<file path="src/rtl/ctrl_pkg.sv">
//==============================================================================
// Module : ctrl_pkg
// Brief  : Default parameter constants and page encodings for effect_ctrl.
// Rev    : 1.0 - initial release
//==============================================================================
`default_nettype none

package ctrl_pkg;

    localparam int c_n_en_def       = 4;
    localparam int c_n_btn_def      = 4;
    localparam int c_n_page_def     = 8;
    localparam int c_deb_cyc_def    = 500000;
    localparam int c_repeat_dly_def = 25000000;
    localparam int c_repeat_per_def = 5000000;

    typedef enum logic [2:0] {
        BRIGHT_CONTRAST = 3'd0,
        COLOR_TEMP      = 3'd1,
        SATURATION      = 3'd2,
        SHARPNESS       = 3'd3,
        GAMMA           = 3'd4,
        NOISE_REDUCE    = 3'd5,
        ZOOM            = 3'd6,
        CURSOR_SIZE     = 3'd7
    } page_e;

    // Bits needed to hold values 0..max_val, never less than one.
    function automatic int cnt_width(input int max_val);
        return (max_val < 2) ? 1 : $clog2(max_val + 1);
    endfunction

endpackage

`default_nettype wire

</file>
<file path="src/rtl/key_cond.sv">
//==============================================================================
// Module : key_cond
// Brief  : One button: 2-flop sync, debounce and auto-repeat timing.
// Rev    : 1.0 - initial release
//==============================================================================
`default_nettype none

module key_cond
    import ctrl_pkg::*;
#(
    parameter int DEB_CYC    = c_deb_cyc_def,
    parameter int REPEAT_DLY = c_repeat_dly_def,
    parameter int REPEAT_PER = c_repeat_per_def
) (
    input  logic clk,
    input  logic rst,
    input  logic key_n,
    output logic state,
    output logic press,
    output logic rep
);

    localparam int c_rep_max = (REPEAT_DLY > REPEAT_PER) ? REPEAT_DLY : REPEAT_PER;
    localparam int c_deb_w   = cnt_width(DEB_CYC);
    localparam int c_rep_w   = cnt_width(c_rep_max);

    localparam logic [c_deb_w-1:0] c_deb_last = c_deb_w'(DEB_CYC - 1);
    localparam logic [c_rep_w-1:0] c_dly_last = c_rep_w'(REPEAT_DLY - 1);
    localparam logic [c_rep_w-1:0] c_per_last = c_rep_w'(REPEAT_PER - 1);

    logic [1:0]         r_sync;
    logic               r_state;
    logic               r_press;
    logic               r_rep;
    logic               r_first;
    logic [c_deb_w-1:0] r_deb_cnt;
    logic [c_rep_w-1:0] r_rep_cnt;

    logic               w_sample;
    logic               w_differs;
    logic               w_accept;
    logic [c_rep_w-1:0] w_rep_last;

    assign w_sample   = ~r_sync[1];
    assign w_differs  = (w_sample != r_state);
    assign w_accept   = w_differs && (r_deb_cnt == c_deb_last);
    assign w_rep_last = r_first ? c_dly_last : c_per_last;

    // Both counters reset on reaching their terminal value, so they never wrap.
    always_ff @(posedge clk) begin
        if (rst) begin
            r_sync    <= 2'b11;
            r_state   <= 1'b0;
            r_press   <= 1'b0;
            r_rep     <= 1'b0;
            r_first   <= 1'b1;
            r_deb_cnt <= '0;
            r_rep_cnt <= '0;
        end else begin
            r_sync  <= {r_sync[0], key_n};
            r_press <= 1'b0;
            r_rep   <= 1'b0;

            if (!w_differs) begin
                r_deb_cnt <= '0;
            end else if (w_accept) begin
                r_deb_cnt <= '0;
                r_state   <= w_sample;
                r_press   <= w_sample;
            end else begin
                r_deb_cnt <= r_deb_cnt + 1'b1;
            end

            // The press pulse itself restarts the repeat timer.
            if (w_accept || !r_state) begin
                r_rep_cnt <= '0;
                r_first   <= 1'b1;
            end else if (r_rep_cnt == w_rep_last) begin
                r_rep_cnt <= '0;
                r_first   <= 1'b0;
                r_rep     <= 1'b1;
            end else begin
                r_rep_cnt <= r_rep_cnt + 1'b1;
            end
        end
    end

    assign state = r_state;
    assign press = r_press;
    assign rep   = r_rep;

endmodule

`default_nettype wire

</file>
<file path="src/rtl/effect_ctrl.sv">
//==============================================================================
// Module : effect_ctrl
// Brief  : Effect enables, page select with key lockout, per-page key pulses.
// Rev    : 1.0 - initial release
//==============================================================================
`default_nettype none

module effect_ctrl
    import ctrl_pkg::*;
#(
    parameter int                   N_EN        = c_n_en_def,
    parameter int                   N_BTN       = c_n_btn_def,
    parameter int                   N_PAGE      = c_n_page_def,
    parameter int                   DEB_CYC     = c_deb_cyc_def,
    parameter int                   REPEAT_DLY  = c_repeat_dly_def,
    parameter int                   REPEAT_PER  = c_repeat_per_def,
    parameter logic [N_PAGE-1:0]    REPEAT_MASK = '0,
    parameter logic [N_EN*N_EN-1:0] IMPLY       = '0,
    localparam int                  PAGE_W      = (N_PAGE > 1) ? $clog2(N_PAGE) : 1
) (
    input  logic                    clk,
    input  logic                    rst,
    input  logic [N_EN-1:0]         sw_en,
    input  logic [PAGE_W-1:0]       sw_page,
    input  logic [N_BTN-1:0]        key_n,
    output logic [N_EN-1:0]         en,
    output logic [PAGE_W-1:0]       page,
    output logic                    page_chg,
    output logic [N_PAGE*N_BTN-1:0] pulse,
    output logic [N_BTN-1:0]        hold
);

    logic [N_EN-1:0]         r_en_s1;
    logic [N_EN-1:0]         r_en_s2;
    logic [PAGE_W-1:0]       r_pg_s1;
    logic [PAGE_W-1:0]       r_pg_s2;
    logic [N_EN-1:0]         r_en;
    logic [PAGE_W-1:0]       r_page;
    logic                    r_page_chg;
    logic                    r_lockout;
    logic [N_PAGE*N_BTN-1:0] r_pulse;
    logic [N_BTN-1:0]        r_hold;

    logic [N_BTN-1:0]        w_state;
    logic [N_BTN-1:0]        w_press;
    logic [N_BTN-1:0]        w_rep;
    logic [N_BTN-1:0]        w_ev;
    logic [N_EN-1:0]         w_en_nxt;
    logic [N_PAGE*N_BTN-1:0] w_pulse_nxt;
    logic                    w_rep_en;
    logic                    w_page_upd;
    logic                    w_lock_now;

    for (genvar b = 0; b < N_BTN; b++) begin : g_key
        key_cond #(
            .DEB_CYC    (DEB_CYC),
            .REPEAT_DLY (REPEAT_DLY),
            .REPEAT_PER (REPEAT_PER)
        ) u_key_cond (
            .clk   (clk),
            .rst   (rst),
            .key_n (key_n[b]),
            .state (w_state[b]),
            .press (w_press[b]),
            .rep   (w_rep[b])
        );
    end

    assign w_page_upd = (r_pg_s2 != r_page);
    // A page change suppresses events in the same cycle it happens.
    assign w_lock_now = r_lockout | w_page_upd;

    // Single level of implication only; implied bits do not imply further.
    always_comb begin
        w_en_nxt = r_en_s2;
        for (int i = 0; i < N_EN; i++) begin
            if (r_en_s2[i]) begin
                w_en_nxt = w_en_nxt | IMPLY[i*N_EN +: N_EN];
            end
        end
    end

    always_comb begin
        w_rep_en = 1'b0;
        for (int p = 0; p < N_PAGE; p++) begin
            if (r_page == PAGE_W'(p)) begin
                w_rep_en = REPEAT_MASK[p];
            end
        end
        w_ev        = w_press | (w_rep & {N_BTN{w_rep_en}});
        w_pulse_nxt = '0;
        if (!w_lock_now) begin
            for (int p = 0; p < N_PAGE; p++) begin
                for (int b = 0; b < N_BTN; b++) begin
                    w_pulse_nxt[p*N_BTN + b] = (r_page == PAGE_W'(p)) && w_ev[b];
                end
            end
        end
    end

    always_ff @(posedge clk) begin
        if (rst) begin
            r_en_s1    <= '0;
            r_en_s2    <= '0;
            r_pg_s1    <= '0;
            r_pg_s2    <= '0;
            r_en       <= '0;
            r_page     <= '0;
            r_page_chg <= 1'b0;
            r_lockout  <= 1'b0;
            r_pulse    <= '0;
            r_hold     <= '0;
        end else begin
            r_en_s1    <= sw_en;
            r_en_s2    <= r_en_s1;
            r_pg_s1    <= sw_page;
            r_pg_s2    <= r_pg_s1;
            r_en       <= w_en_nxt;
            r_page_chg <= w_page_upd;
            if (w_page_upd) begin
                r_page    <= r_pg_s2;
                r_lockout <= 1'b1;
            end else if (r_lockout && !(|w_state)) begin
                r_lockout <= 1'b0;
            end
            r_pulse <= w_pulse_nxt;
            r_hold  <= w_lock_now ? '0 : w_state;
        end
    end

    assign en       = r_en;
    assign page     = r_page;
    assign page_chg = r_page_chg;
    assign pulse    = r_pulse;
    assign hold     = r_hold;

endmodule

`default_nettype wire

</file>
<file path="config.mk">
export PLATFORM = sky130hd
export DESIGN_NAME = effect_ctrl
export DESIGN_NICKNAME = d
export VERILOG_FILES = /design/src/rtl/ctrl_pkg.sv /design/src/rtl/key_cond.sv /design/src/rtl/effect_ctrl.sv
export SDC_FILE = /design/constraint.sdc
export NUM_CORES = 1
export LEC_CHECK = 0
export ABC_CLOCK_PERIOD_IN_PS = 3800
export CAP_MARGIN = 10
export CORE_MARGIN = 4
export CORE_UTILIZATION = 62
export CTS_CLUSTER_SIZE = 10
export DETAILED_ROUTE_END_ITERATION = 16
export PLACE_DENSITY = 0.82
export SKIP_LAST_GASP = 1
export SLEW_MARGIN = 20
export SYNTH_ARGS = -nofsm -noshare
export SYNTH_HDL_FRONTEND = slang
export SYNTH_HIERARCHICAL = 1
export SYNTH_SLANG_ARGS = --single-unit
</file>
<file path="constraint.sdc">
create_clock -name clk -period 3.8 [get_ports clk]
set_clock_uncertainty 0.15 [all_clocks]
set_input_delay 0.95 -clock clk [delete_from_list [all_inputs] [get_ports clk]]
set_output_delay 0.95 -clock clk [all_outputs]
set_load 0.05 [all_outputs]
</file>
==> run metrics <==
DRC=0; Critical Path Stages=1; Die Area=0.0108 mm²; Synth Cell Area=0.00569 mm²; iteration count of the initial detailed-routing pass=4; crit-path cells=clkdlybuf4s50_1; CP arrival=2.02 ns; Achievable Freq=0.320 GHz; CP endpoint=page[1]; Detailed Route Iter0 Violations=128; clk root buf=clkbuf_8; leakage=2.31 nW; cts hold-fix bufs=0; first-pass GRT wire length=19200 µm; Register-to-Register Path Depth=4; pin count of the biggest net entering global routing=24; HPWL Detailed=7220 µm; CTS Buf Count=17; H-tree levels=4; total negative slack=0 ns; fin worst setup slack=0.675 ns; Worst setup EP type=output pin; GPL Wtd Cong=0.844; drt total wl=11200 µm; wire per inst=14.5 µm; Area growth syn-to-layout=21.6%; Die Ht=104 µm; Final Cell Area=0.00691 mm²; worst slack, placed=0.936 ns; Fin. Hold Viols=0; Crit path max-delay family=buffers and inverters; placed insts=740; Placeable Area=0.00881 mm²; max_cap viols=0; CP Launch Type=register; crit-path max FO=10; type of the worst setup path=reg -> out; clock slew seen by the registers of the worst setup and hold paths=0.06 ns; slew margin rel.=0.503; PD cells=479 mW/mm²; dpl cell area=0.00633 mm²; syn_nets=610; Syn Area/Cell=9.59 µm²; Gate Count Post-Synth=593; Ant. Diodes=0; final setup fails=0; slowest cell on the critical path=clkdlybuf4s50_1; ANT nets after route=0; Starting Density=0.646; Top Ports=57; worst skew pair latency=0.52 ns; r2r startpoint=g_key[2].u_key_cond/r_deb_cnt[15]; status=finished, final reports clean; vias in the first global route=4209; Worst IR Drop VDD=0.361 mV; RSZ-0062 raised after global routing=no; routed vias/inst=5.66; Worst setup startpoint=page[1]; period utilization=0.822; GRT Resource Usage Total=0.214; die width=104 µm; Post-Layout Cell Count=772; yosys warns=6; initial antenna violation count=0; clk sinks=151; Resize count post-CTS=0; Vias=4370; Max Buffers Root-to-Sink=2; Worst Path Required=2.70 ns; share of layout cells above drive strength 1=0.0889; IO Port Bufs=56; Final Max Slew Viols=0; Congestion Overflow GR=0; WP buf/inv=1; reg2reg end=g_key[2].u_key_cond/state; # Post-CTS Setup Buffers=0; Layout Nets=668; final critical-path required period=3.12 ns; Rows=34; Worst path max stage delay=0.89 ns; Hold Path Class=reg -> reg; Hold WS=0.267 ns; CTS tree=yes; FF-to-FF setup slack=1.75 ns; worst slew pin tran=0.742 ns
[state kept, by name, indices dropped and copies added, names as in the netlist]
| register | cells |
|---|---|
| r_pg_s1 | 3 |
| r_en_s1 | 4 |
| hold | 4 |
| r_pg_s2 | 3 |
| g_key.u_key_cond/r_sync | 8 |
| g_key.u_key_cond/state | 4 |
| g_key.u_key_cond/press | 4 |
| g_key.u_key_cond/r_deb_cnt | 76 |
| page | 3 |
| pulse | 32 |
| r_en_s2 | 4 |
| r_lockout | 1 |
| page_chg | 1 |
| en | 4 |
[area by class of cell]
type,instances,area (µm²)
sequential,151,3020
tap,108,135
inverter,13,48.8
clock buffer,17,414
fill,570,1890
clock inverter,15,170
multi-input combinational,407,2520
timing repair buffer,61,598
[through the flow]
step                      utilization  total power [mW]
final                           0.785              3.31
after floorplan                     -              1.69
after global placement          0.719              1.72
after global routing            0.785              3.41
after CTS                       0.785              3.34
after detailed placement        0.719              1.72
[metal layers]
| layer | track usage | wire, µm | share of wire |
|---|---|---|---|
| met1 | 0.249 | 4880 | 0.43 |
| met2 | 0.377 | 5710 | 0.51 |
| met4 | 0.0921 | 177 | 0.016 |
| met3 | 0.0516 | 463 | 0.041 |
| met5 | 0 | 0 | 0 |
[cell usage in the layout, fill, tap and decap left out, drive strengths merged, types with 7 or more instances in the layout]
cell and count:
clkbuf 17, and4 10, nand4 25, or2 8, xnor2 22, a21oi 23, xor2 32, or4 13
or3 14, and3 17, clkdlybuf4s50 56, dfxtp 151, nor3 7, inv 18, nand2 21, nor4b 9
o21ai 18, nand3 30, o31ai 8, nor2 95, nor2b 23
[how the worst min path moves through the flow]
stage                                        startpoint                       endpoint  slack, ns  cells past startpoint
final                     g_key[1].u_key_cond/r_sync[0]  g_key[1].u_key_cond/r_sync[1]       0.27                      1
after global routing      g_key[0].u_key_cond/r_sync[0]  g_key[0].u_key_cond/r_sync[1]       0.28                      1
after CTS                 g_key[1].u_key_cond/r_sync[0]  g_key[1].u_key_cond/r_sync[1]       0.27                      1
after detailed placement  g_key[1].u_key_cond/r_sync[0]  g_key[1].u_key_cond/r_sync[1]       0.25                      1
after global placement    g_key[3].u_key_cond/r_sync[0]  g_key[3].u_key_cond/r_sync[1]       0.24                      1
after floorplan           g_key[0].u_key_cond/r_sync[0]  g_key[0].u_key_cond/r_sync[1]       0.24                      1
[power breakdown]
part           internal (mW)  total (mW)  switching (mW)
clock                  0.949        1.63           0.678
combinational         0.0350      0.0761          0.0411
sequential              1.60        1.61          0.0113
Note: power is estimated with default switching activity, not from simulation.
